**src/rtl/if_id_seg.sv**
```systemverilog
// IF/ID pipeline register with bubble/flush injection and EMPTY/VALID/HELD tracking (optional perf counters: IF_ID_PERF_CNT_EN).
// Latency: 1 cycle from a qualifying clk edge to outputs; outputs come only from flops.
// Backpressure: stall holds contents (flush overrides it); en=0 freezes every register including counters.
module if_id_seg #(
    parameter logic [31:0] NOP_INST = 32'h00000013,
    parameter logic [31:0] RST_PC   = 32'h00400000
) (
    input  logic        clk,
    input  logic        rst,
    input  logic        en,
    input  logic        stall,
    input  logic        flush,
    input  logic [31:0] pc_if,
    input  logic [31:0] inst_if,
    output logic [31:0] pc_id,
    output logic [31:0] pcadd4_id,
    output logic [31:0] inst_id,
    output logic        valid_id,
    output logic [1:0]  state_id
`ifdef IF_ID_PERF_CNT_EN
    ,
    output logic [31:0] stall_cnt,
    output logic [31:0] flush_cnt
`endif
);

    typedef enum logic [1:0] {
        S_EMPTY = 2'd0,
        S_VALID = 2'd1,
        S_HELD  = 2'd2,
        S_BAD   = 2'd3
    } state_t;

    localparam logic [31:0] RST_PCADD4 = RST_PC + 32'd4;

    // Declaration initialisers give power-up values equal to the reset values.
    state_t      state_q  = S_EMPTY;
    logic [31:0] pc_q     = RST_PC;
    logic [31:0] pcadd4_q = RST_PCADD4;
    logic [31:0] inst_q   = NOP_INST;
    logic        valid_q  = 1'b0;

    state_t      state_n;
    logic [31:0] pc_n;
    logic [31:0] pcadd4_n;
    logic [31:0] inst_n;
    logic        valid_n;

    // Next-state and next-data selection: rst > illegal-state recovery > !en > flush > stall > load.
    always_comb begin
        state_n  = state_q;
        pc_n     = pc_q;
        pcadd4_n = pcadd4_q;
        inst_n   = inst_q;
        valid_n  = valid_q;
        if (rst || state_q == S_BAD || (en && flush)) begin
            // Encoding 3 is never produced; if it shows up, recover as a flush.
            state_n  = S_EMPTY;
            pc_n     = RST_PC;
            pcadd4_n = RST_PCADD4;
            inst_n   = NOP_INST;
            valid_n  = 1'b0;
        end else if (en && stall) begin
            // Data holds; only a live instruction is marked HELD, an empty slot stays EMPTY.
            if (valid_q) begin
                state_n = S_HELD;
            end
        end else if (en) begin
            state_n  = S_VALID;
            pc_n     = pc_if;
            pcadd4_n = pc_if + 32'd4;
            inst_n   = inst_if;
            valid_n  = 1'b1;
        end
    end

    // Pipeline register update.
    always_ff @(posedge clk) begin
        state_q  <= state_n;
        pc_q     <= pc_n;
        pcadd4_q <= pcadd4_n;
        inst_q   <= inst_n;
        valid_q  <= valid_n;
    end

    assign pc_id     = pc_q;
    assign pcadd4_id = pcadd4_q;
    assign inst_id   = inst_q;
    assign valid_id  = valid_q;
    assign state_id  = state_q;

`ifdef IF_ID_PERF_CNT_EN
    logic [31:0] stall_cnt_q = 32'd0;
    logic [31:0] flush_cnt_q = 32'd0;
    logic        stall_inc;
    logic        flush_inc;

    // Only stalls that actually hold a real instruction are counted.
    assign stall_inc = en && !flush && stall && valid_q;
    assign flush_inc = en && flush;

    // Saturating event counters, cleared by reset.
    always_ff @(posedge clk) begin
        if (rst) begin
            stall_cnt_q <= 32'd0;
            flush_cnt_q <= 32'd0;
        end else begin
            if (stall_inc && stall_cnt_q != 32'hFFFFFFFF) begin
                stall_cnt_q <= stall_cnt_q + 32'd1;
            end
            if (flush_inc && flush_cnt_q != 32'hFFFFFFFF) begin
                flush_cnt_q <= flush_cnt_q + 32'd1;
            end
        end
    end

    assign stall_cnt = stall_cnt_q;
    assign flush_cnt = flush_cnt_q;
`endif

endmodule

```
**config.mk**
```make
export PLATFORM = sky130hd
export DESIGN_NAME = if_id_seg
export DESIGN_NICKNAME = d
export VERILOG_FILES = /design/src/rtl/if_id_seg.sv
export SDC_FILE = /design/constraint.sdc
export NUM_CORES = 1
export LEC_CHECK = 0
export ABC_AREA = 0
export BUFFER_PORTS_ARGS = -buffer_cell sky130_fd_sc_hd__buf_2
export CELL_PAD_IN_SITES_DETAIL_PLACEMENT = 1
export CELL_PAD_IN_SITES_GLOBAL_PLACEMENT = 2
export CORE_UTILIZATION = 27
export CTS_CLUSTER_DIAMETER = 120
export DETAILED_ROUTE_END_ITERATION = 6
export PLACE_DENSITY_LB_ADDON = 0.12
export SYNTH_ARGS = -nofsm -noshare
export SYNTH_HDL_FRONTEND = slang
export SYNTH_SLANG_ARGS = --single-unit
```
**constraint.sdc**
```tcl
create_clock -name clk -period 3.8 [get_ports clk]
set_input_delay 0.38 -clock clk [delete_from_list [all_inputs] [get_ports clk]]
set_output_delay 0.38 -clock clk [all_outputs]
set_load 0.02 [all_outputs]
```
==> results of run 1 <==
## power by group through the flow
stage / Combinational (mW) / Sequential, mW / Clock [mW]
6_report: 0.295 / 1.08 / 0.839
5_1_grt: 0.327 / 1.08 / 0.910
4_1_cts: 0.302 / 1.08 / 0.869
3_5_place_dp: 0.301 / 1.10 / 0
3_3_place_gp: 0.298 / 1.10 / 0
2_1_floorplan: 0.111 / 1.15 / 0
## worst max-delay path: stages
cell	delay, ps
buf_2	120
ha_1	210
nand3_1	130
nor4_1	670
nor3b_1	300
xnor2_1	160
a21oi_1	90
## cell usage after synthesis
cell type,n
nor3_1,2
inv_1,4
or3_4,1
or4_4,1
nand2_1,139
nand4_2,1
nand4_1,6
a221oi_1,1
dfxtp_1,97
ha_1,1
o21ai_0,20
a221o_1,1
or3_1,2
clkbuf_1,30
nand2b_1,1
nand3_1,14
or4b_1,1
nor3b_1,1
or4_1,1
buf_2,1
xnor2_1,15
nor4_1,5
mux2i_1,1
and4_4,1
nor2b_1,1
o211ai_1,1
buf_4,2
and4_1,3
and3_1,2
nor3_2,2
buf_1,2
a211oi_1,10
a21oi_1,81
nor2_1,17
xor2_1,11
## state kept, by name, summed over array words and instances, names as in the netlist
signal     flops
pc_id         32
state_id       2
valid_id       1
pcadd4_id     30
inst_id       32
## metal layers
layer	global-route usage (%)	vias up
met5	0	-
met4	6.02	0
met3	3.85	10
met2	27.4	92
met1	20.9	1792
li1	-	1906
## path summary, 6_finish.rpt
| check | start | endpoint | slack, ps | cells past startpoint |
|---|---|---|---|---|
| setup / recovery | pc_if[2] | pcadd4_id[24] | 1960 | 7 |
| hold / removal | inst_if[0] | inst_id[0] | 250 | 3 |
| setup reg to reg | state_id[0] | pcadd4_id[22] | 1960 | 3 |
| hold reg to reg | pc_id[3] | pc_id[3] | 450 | 2 |
## metrics by stage
stage	total power [mW]	hold WS, ps	setup WS, ps
2_1_floorplan	1.27	504	2000
3_3_place_gp	1.40	439	1600
3_5_place_dp	1.40	447	1600
4_1_cts	2.25	242	1920
5_1_grt	2.32	264	1760
6_report	2.21	250	1960
## cell families (layout without fill, tap and decap cells)
family / Yosys count / after routing / synth area share (%)
xor+xnor: 26 / 26 / 5.92
flops: 97 / 97 / 50.5
compound gates: 114 / 114 / 15.8
buf+inv: 39 / 193 / 4.04
fa+ha+maj: 1 / 1 / 0.325
mux: 1 / 1 / 0.260
simple gates: 201 / 201 / 23.1
## area by class of cell
cell class                      instances  area [um2]  area share, %
Multi-Input combinational cell        343        1760           34.5
Clock buffer                           12         246           4.82
Sequential cell                        97        1940           38.0
Inverter                                4        15.0          0.294
Timing Repair Buffer                  174         901           17.6
Clock inverter                          3        17.5          0.343
Tap cell                              180         225           4.41
==> results.sh, run 1 <==
export IMPL_status="complete, no violations"
export IMPL_hold_viol_final=0
export IMPL_final_net_count=699
export IMPL_grtUsageTotal_pct=16.6
export IMPL_slew_violations=0
export IMPL_syn_area_per_cell_um2=8.02
export IMPL_pwr_share_seq_pct=48.8
export IMPL_syn2layout_area_growth_pct=33.0
export IMPL_insertion_delay_ps=340
export IMPL_powerDensity_nw_per_um2=433
export IMPL_maxSlewHeadroom_pct=50.2
export IMPL_comb_power_share_pct=13.3
export IMPL_firstDrtPassIters=4
export IMPL_dp_cells=798
export IMPL_cts_root_buf="clkbuf_16"
export IMPL_diodes=0
export IMPL_synth_area_um2=3840
export IMPL_power_frac_clock_pct=37.9
export IMPL_io_pins=168
export IMPL_ys_top_cells_by_area="dfxtp_1 51%, nand2_1 14%, a21oi_1 11%"
export IMPL_place_gp_congestion=0.724
export IMPL_cts_max_path_buffers=2
export IMPL_fin_worst_skew_ps=1.90
export IMPL_worstMarginPinSlew_ps=740
export IMPL_layout_commonest_cell="buf_2"
export IMPL_layout_common_cells="167 x buf_2, 139 x nand2_1, 97 x dfxtp_1"
export IMPL_ys_seq_area_share_pct=50.5
export IMPL_ir_worst_vdd_uv=173
export IMPL_wl_met2_um=5680
export IMPL_synth_nets=549
export IMPL_vias=3800
export IMPL_final_area_um2=5110
export IMPL_cts_tree="built"
export IMPL_syn_instance_count=479
export IMPL_n_fill_cell=1729
export IMPL_synth_top_area_share_pct=50.5
export IMPL_layout_min_cycle_time_ps=1840
export IMPL_fin_cells=813
export IMPL_path_class="input port to register"
export IMPL_rsz0062_at_grt="no"
export IMPL_drt_iter0_drc=144
export IMPL_arrival_ps=2060
export IMPL_ys_types=35
export IMPL_postCtsHoldBufs=0
export IMPL_grt_pass1_vias=3752
export IMPL_grt_pass1_wl_um=18900
export IMPL_antenna_found_initial=1
export IMPL_path_max_fanout=4
export IMPL_vias_per_cell=4.67
export IMPL_grt_max_degree=48
export IMPL_die_w_um=121
export IMPL_cts_made_buffers=9
export IMPL_die_y_um=121
export IMPL_p_int_mw=1.62
export IMPL_ant_nets=0
export IMPL_min_period_over_period_pct=48.5
export IMPL_wl_met3_um=650
export IMPL_core_area_um2=13900
export IMPL_numPortBuffers=167
export IMPL_synth_area_leader_cell="dfxtp_1"
export IMPL_cts_sinks=97
export IMPL_drive_gt1_share_pct=31.1
export IMPL_ys_ff_latch=97
export IMPL_rows=43
export IMPL_cts_max_level=3
export IMPL_wl_per_cell_um=14.9
export IMPL_dpl_cell_area_um2=4850
export IMPL_p_sw_mw=0.597
export IMPL_hp_class="input port to register"
export IMPL_clk_transition_reported_paths_ps=60
export IMPL_final_util_pct=36.8
export IMPL_critical_path_required_ps=4020
export IMPL_initial_core_util_pct=27.7
export IMPL_cts_resized=0
export IMPL_postCtsSetupBuffers=0
export IMPL_finalSetupTns_ps=0
export IMPL_swShare_pct=27.0
export IMPL_hpwl_um=8780
export IMPL_cp_start_kind="input port"
export IMPL_finalSetupViolCount=0
export IMPL_drv_cap=0
export IMPL_fmax_mhz=543
export IMPL_drt_met1_wl_um=5600
export IMPL_top_layer_used="met4"
export IMPL_drcViolationCount=0
export IMPL_dieArea_um2=14700
export IMPL_wirelength_um=12100
export IMPL_gr_total_overflow=0
export IMPL_yosysWarnings=0
export IMPL_cellLeakagePower_nw=2.20
export IMPL_crit_path_end_kind="register"
(Power assumes the default switching activity.)
==> run 2: changes to the inputs <==
Settings changed: CORE_UTILIZATION 27 to 25.
Clock period 3.8 ns to 1.9 ns, I/O delays scaled along.
==> run 2 against run 1 <==
  * Flip-flop and latch count unchanged
  * Hold slack worse by 200 ps
  * Combinational power is 110% higher
  * Register-to-register slack worse by 1600 ps
  * Global-route usage shrank 0.10 points
  * Sequential share of layout area down 1.1 points
  * Die area increased by 7.9%
  * Clock power grew 130%
  * Wire length grew 4.6%
  * Critical endpoint is now pcadd4_id[22]
==> results.sh, run 2 (synthesized netlist as in run 1, its figures left out) <==
export IMPL_holdPathStages=3
export IMPL_cts_sinks=97
export IMPL_drv_cap=0
export IMPL_finalSetupViolCount=0
export IMPL_firstDrtPassIters=4
export IMPL_path_max_fanout=4
export IMPL_cts_root_buf="clkbuf_16"
export IMPL_final_net_count=712
export IMPL_hp_class="input port to register"
export IMPL_fmax_mhz=649
export IMPL_cp_start_kind="register"
export IMPL_die_y_um=126
export IMPL_wirelength_um=12600
export IMPL_ir_worst_vdd_uv=441
export IMPL_min_period_over_period_pct=81.1
export IMPL_gr_total_overflow=0
export IMPL_insertion_delay_ps=340
export IMPL_arrival_ps=1770
export IMPL_clk_transition_reported_paths_ps=60
export IMPL_layout_commonest_cell="buf_2"
export IMPL_wl_per_cell_um=15.2
export IMPL_grtUsageTotal_pct=16.5
export IMPL_status="complete, no violations"
export IMPL_numPortBuffers=167
export IMPL_maxSlewHeadroom_pct=55.8
export IMPL_core_area_um2=14800
export IMPL_fin_worst_skew_ps=3.37
export IMPL_powerDensity_nw_per_um2=885
export IMPL_drt_iter0_drc=120
export IMPL_path_class="register to register"
export IMPL_antenna_found_initial=0
export IMPL_die_w_um=126
export IMPL_grt_pass1_wl_um=20500
export IMPL_power_mw=4.66
export IMPL_rsz0062_at_grt="no"
export IMPL_final_util_pct=35.7
export IMPL_finalSetupTns_ps=0
export IMPL_cts_max_level=3
export IMPL_postCtsHoldBufs=0
export IMPL_initial_core_util_pct=26.1
export IMPL_worstRegToRegCells=3
export IMPL_io_pins=168
export IMPL_cts_max_path_buffers=2
export IMPL_slowest_delay_ps=490
export IMPL_critical_path_required_ps=2130
export IMPL_crit_path_end_kind="register"
export IMPL_vias=3823
export IMPL_cellLeakagePower_nw=2.28
export IMPL_cts_tree="built"
export IMPL_hold_viol_final=0
export IMPL_worstMarginPinSlew_ps=664
export IMPL_postCtsSetupBuffers=0
export IMPL_grt_max_degree=62
export IMPL_layout_common_cells="167 x buf_2, 139 x nand2_1, 97 x dfxtp_1"
export IMPL_worstPathCellList="a221o_2 -> or4_1 -> and3_1"
export IMPL_diodes=0
export IMPL_rows=44
export IMPL_vias_per_cell=4.61
export IMPL_cts_made_buffers=9
export IMPL_ant_nets=0
export IMPL_place_gp_congestion=0.716
export IMPL_syn2layout_area_growth_pct=36.8
export IMPL_grt_pass1_vias=3880
export IMPL_hpwl_um=9220
export IMPL_drcViolationCount=0
export IMPL_drive_gt1_share_pct=32.6
export IMPL_cts_resized=0
export IMPL_layout_min_cycle_time_ps=1540
export IMPL_dieArea_um2=15900
export IMPL_slew_violations=0
export IMPL_worst_path_max_delay_cell="or4_1"
==> run 2: cell types whose count changed in the layout (fill, tap and decap cells not counted) <==
| cell | before | now |
|---|---|---|
| a221oi_4 | 0 | 1 |
| clkinvlp_4 | 1 | 0 |
| clkbuf_1 | 2 | 1 |
| a221oi_2 | 1 | 0 |
| buf_4 | 6 | 19 |
| bufinv_16 | 0 | 2 |
| clkbuf_8 | 1 | 0 |
==> run 2: stage by stage <==
step	worst slack [ps]	hold WS, ps	instance area [um2]	cells
after floorplan	287	314	3840	479
after global placement	42.9	401	4960	815
after detailed placement	19.5	406	4960	815
after CTS	340	39.6	5260	829
after global routing	268	73.8	5260	829
final	359	54.1	5260	829
==> run 2: area by class of cell <==
class | instances | area [um2]
flip-flops and latches | 97 | 1940
well taps | 184 | 230
clock inverters | 4 | 70.1
inverters | 4 | 15.0
clock buffers | 10 | 229
multi-input cells | 343 | 1780
repair buffers | 187 | 998
fillers | 1814 | 9490
==> run 2: path summary, 6_finish.rpt <==
check,slack (ps),end,startpoint
max,360,pcadd4_id[22],state_id[0]
min,50,inst_id[1],inst_if[1]
min reg2reg,450,inst_id[25],inst_id[25]
max reg2reg,360,pcadd4_id[22],state_id[0]
==> run 2: power breakdown <==
part	switching, mW	internal, mW
Clock	0.751	1.13
Combinational	0.397	0.215
Sequential	0.0406	2.12
==> run 2: worst max-delay path: cells and delay by family (launching register included) <==
kind | cells | cell delay (ps)
AO/OA/AOI/OAI | 1 | 440
AND/OR/NAND/NOR | 2 | 640
flip-flops | 1 | 350
==> run 2: metal layers <==
| layer | global-route usage, % | routed length (um) | vias to the layer above | part of all wire, % |
|---|---|---|---|---|
| met1 | 20.9 | 5850 | 1778 | 46 |
| met2 | 26.7 | 5920 | 95 | 47 |
| met5 | 0 | 0 | - | 0 |
| met3 | 4.25 | 660 | 15 | 5.2 |
| met4 | 6.52 | 206 | 0 | 1.6 |
| li1 | - | - | 1935 | - |
==> run 3: changes to the inputs <==
Settings changed: ABC_AREA 0 to 1, CORE_UTILIZATION 25 to 23.
Clock period 1.9 ns to 1.35 ns, I/O delays scaled along.
==> run 3 against run 2 <==
  * The flow now finishes with violations (design-rule violations)
  * Wire length increased by 23%
  * Fmax rose by 26%
  * Combinational power grew 57%
  * Power rose by 45%
  * Critical endpoint is now inst_id[10]
  * Largest cell class is now multi-input combinational cells
  * Critical path type unchanged
==> results.sh, run 3 <==
export IMPL_violations="design-rule violations"
export IMPL_worst_path_max_delay_cell="dfxtp_1"
export IMPL_wl_per_cell_um=15.2
export IMPL_syn_instance_count=618
export IMPL_drv_cap=0
export IMPL_hpwl_um=12000
export IMPL_setup_ws_ps=129
export IMPL_grt_pass1_vias=4786
export IMPL_synth_nets=688
export IMPL_syn2layout_area_growth_pct=36.1
export IMPL_hold_start="inst_if[4]"
export IMPL_r2r_end="inst_id[10]"
export IMPL_ys_seq_area_share_pct=44.8
export IMPL_cp_start_kind="register"
export IMPL_crit_path_end_kind="register"
export IMPL_yosys_area_share_adder_pct=0.289
export IMPL_synth_edf_count=0
export IMPL_postCtsSetupBuffers=0
export IMPL_synth_xor_area_share_pct=0.607
export IMPL_yosysMostFrequentCell="nand2_1"
export IMPL_ys_flop_type="dfxtp_1"
export IMPL_synth_top_family_by_area="simple AND/OR/NAND/NOR gates"
export IMPL_cts_sinks=97
export IMPL_cts_tree="built"
export IMPL_cts_max_level=3
export IMPL_n_fill_cell=2319
export IMPL_numPortBuffers=167
export IMPL_place_gp_congestion=0.772
export IMPL_multi_input_area_um2=2030
export IMPL_synth_compound_area_share_pct=11.6
export IMPL_layout_min_cycle_time_ps=1220
export IMPL_worst_r2r_setup_slack_ps=130
export IMPL_cts_made_buffers=9
export IMPL_arrival_ps=1460
export IMPL_diodes=0
export IMPL_grt_max_degree=41
export IMPL_synth_commonest_cells="222 x nand2_1, 97 x dfxtp_1, 67 x a21oi_1"
export IMPL_critical_path_required_ps=1590
export IMPL_dieArea_um2=19400
export IMPL_slew_violations=0
export IMPL_cellLeakagePower_nw=2.98
export IMPL_ys_top_cells_by_area="dfxtp_1 45%, nand2_1 19%, a21oi_1 7.7%"
export IMPL_place_ws_ps=-23.3
export IMPL_hp_class="input port to register"
export IMPL_cts_root_buf="clkbuf_16"
export IMPL_rows=49
export IMPL_final_net_count=861
export IMPL_rsz0062_at_grt="no"
export IMPL_status="finished with violations"
export IMPL_syn_area_per_cell_um2=7.01
export IMPL_slowest_delay_ps=360
export IMPL_ys_types=35
export IMPL_die_w_um=139
export IMPL_antenna_found_initial=0
export IMPL_cts_max_path_buffers=2
export IMPL_synth_area_um2=4330
export IMPL_maxSlewHeadroom_pct=72.4
export IMPL_synthMuxAreaShare_pct=0
export IMPL_synth_top_area_share_pct=44.8
export IMPL_finalSetupTns_ps=0
export IMPL_firstDrtPassIters=6
export IMPL_ys_ff_latch=97
export IMPL_layout_commonest_cell="nand2_1"
export IMPL_worstPathCellList="nand2_1 -> nand2_2 -> buf_4 -> buf_6 -> a21oi_1"
export IMPL_synthArstFlopShare_pct=0
export IMPL_vias=4633
export IMPL_initial_core_util_pct=23.8
export IMPL_drive_gt1_share_pct=29.1
export IMPL_min_period_over_period_pct=90.4
export IMPL_grt_pass1_wl_um=24600
export IMPL_grtUsageTotal_pct=16.3
export IMPL_power_mw=6.74
export IMPL_die_y_um=139
export IMPL_path_class="register to register"
export IMPL_hold_viol_final=0
export IMPL_powerDensity_nw_per_um2=1140
export IMPL_clk_transition_reported_paths_ps=70
export IMPL_yosys_area_share_simple_pct=34.1
export IMPL_layout_common_cells="220 x nand2_1, 167 x buf_2, 97 x dfxtp_1"
export IMPL_ir_worst_vdd_uv=559
export IMPL_finalSetupViolCount=0
export IMPL_whs_endpoint="inst_id[4]"
export IMPL_io_pins=168
export IMPL_register_area_um2=1940
export IMPL_vias_per_cell=4.52
export IMPL_holdPathStages=3
export IMPL_reg2reg_from="state_id[1]"
export IMPL_fmax_mhz=819
export IMPL_gr_total_overflow=0
export IMPL_ant_nets=0
export IMPL_path_max_fanout=22
export IMPL_worstMarginPinSlew_ps=414
export IMPL_synth_area_leader_cell="dfxtp_1"
export IMPL_core_area_um2=18200
export IMPL_drcViolationCount=11
export IMPL_insertion_delay_ps=350
export IMPL_yosysWarnings=0
export IMPL_worstRegToRegCells=5
export IMPL_fin_worst_skew_ps=6.84
export IMPL_drt_iter0_drc=169
export IMPL_wirelength_um=15600
-- run 3: cells by family after synthesis --
logic type                 count (synthesis)
and+or+nand+nor                          338
adders and majority gates                  1
AOI/OAI and AO/OA                         93
xor gates and xnor gates                   3
buffers and inverters                     86
DFF                                       97
-- run 3: timing repair --
| action | CTS | global route |
|---|---|---|
| resized for setup | 0 | 1 |
| setup endpoints to repair | 0 | 22 |
| hold buffers | 1 | 0 |
| hold endpoints to repair | 1 | 0 |
-- run 3: how the worst max path moves through the flow --
stage                     start            end  slack, ps
global route        state_id[1]     inst_id[5]         20
detailed placement     pc_if[2]  pcadd4_id[24]        -20
CTS                 state_id[1]     inst_id[5]         10
finish              state_id[1]    inst_id[10]        130
floorplan           state_id[0]    inst_id[16]        130
global placement       pc_if[2]  pcadd4_id[24]        -40
-- run 3: power by group --
part,internal [mW],switching (mW)
Combinational,0.340,0.621
Sequential,2.97,0.0579
Clock,1.56,1.19
Total,4.87,1.87
-- run 3: routing by layer --
metal  share of wire (%)  wire length, um  vias up  track usage (%)
li1                    -                -     2309                -
met4                 2.4              367        0             6.73
met5                   0                0        -                0
met1                  45             7010     2197             19.8
met2                  47             7330      107             27.2
met3                 5.8              908       20             4.13
-- run 3: worst max-delay path, delay by kind of cell (launching register included) --
family,cells,cell delay (ps)
AO/OA/AOI/OAI,1,70
buffers and inverters,2,490
flip-flops,1,360
AND/OR/NAND/NOR,2,180
-- run 3: final cells by class --
cell class,instances,area share (%)
tap,229,4.86
timing repair buffer,194,19.0
inverter,54,3.44
multi-input combinational,435,34.4
clock buffer,12,4.35
sequential,97,32.9
clock inverter,4,0.997
-- run 3: stage by stage --
stage | hold WS (ps) | cells | area [um2] | utilization (%)
final | 13.6 | 1025 | 5900 | 32.4
after global routing | 4.38 | 1025 | 5900 | 32.4
after CTS | 1.94 | 1025 | 5890 | 32.4
after detailed placement | 366 | 1008 | 5570 | 30.6
after global placement | 351 | 1008 | 5570 | 30.6
after floorplan | 249 | 618 | 4330 | -
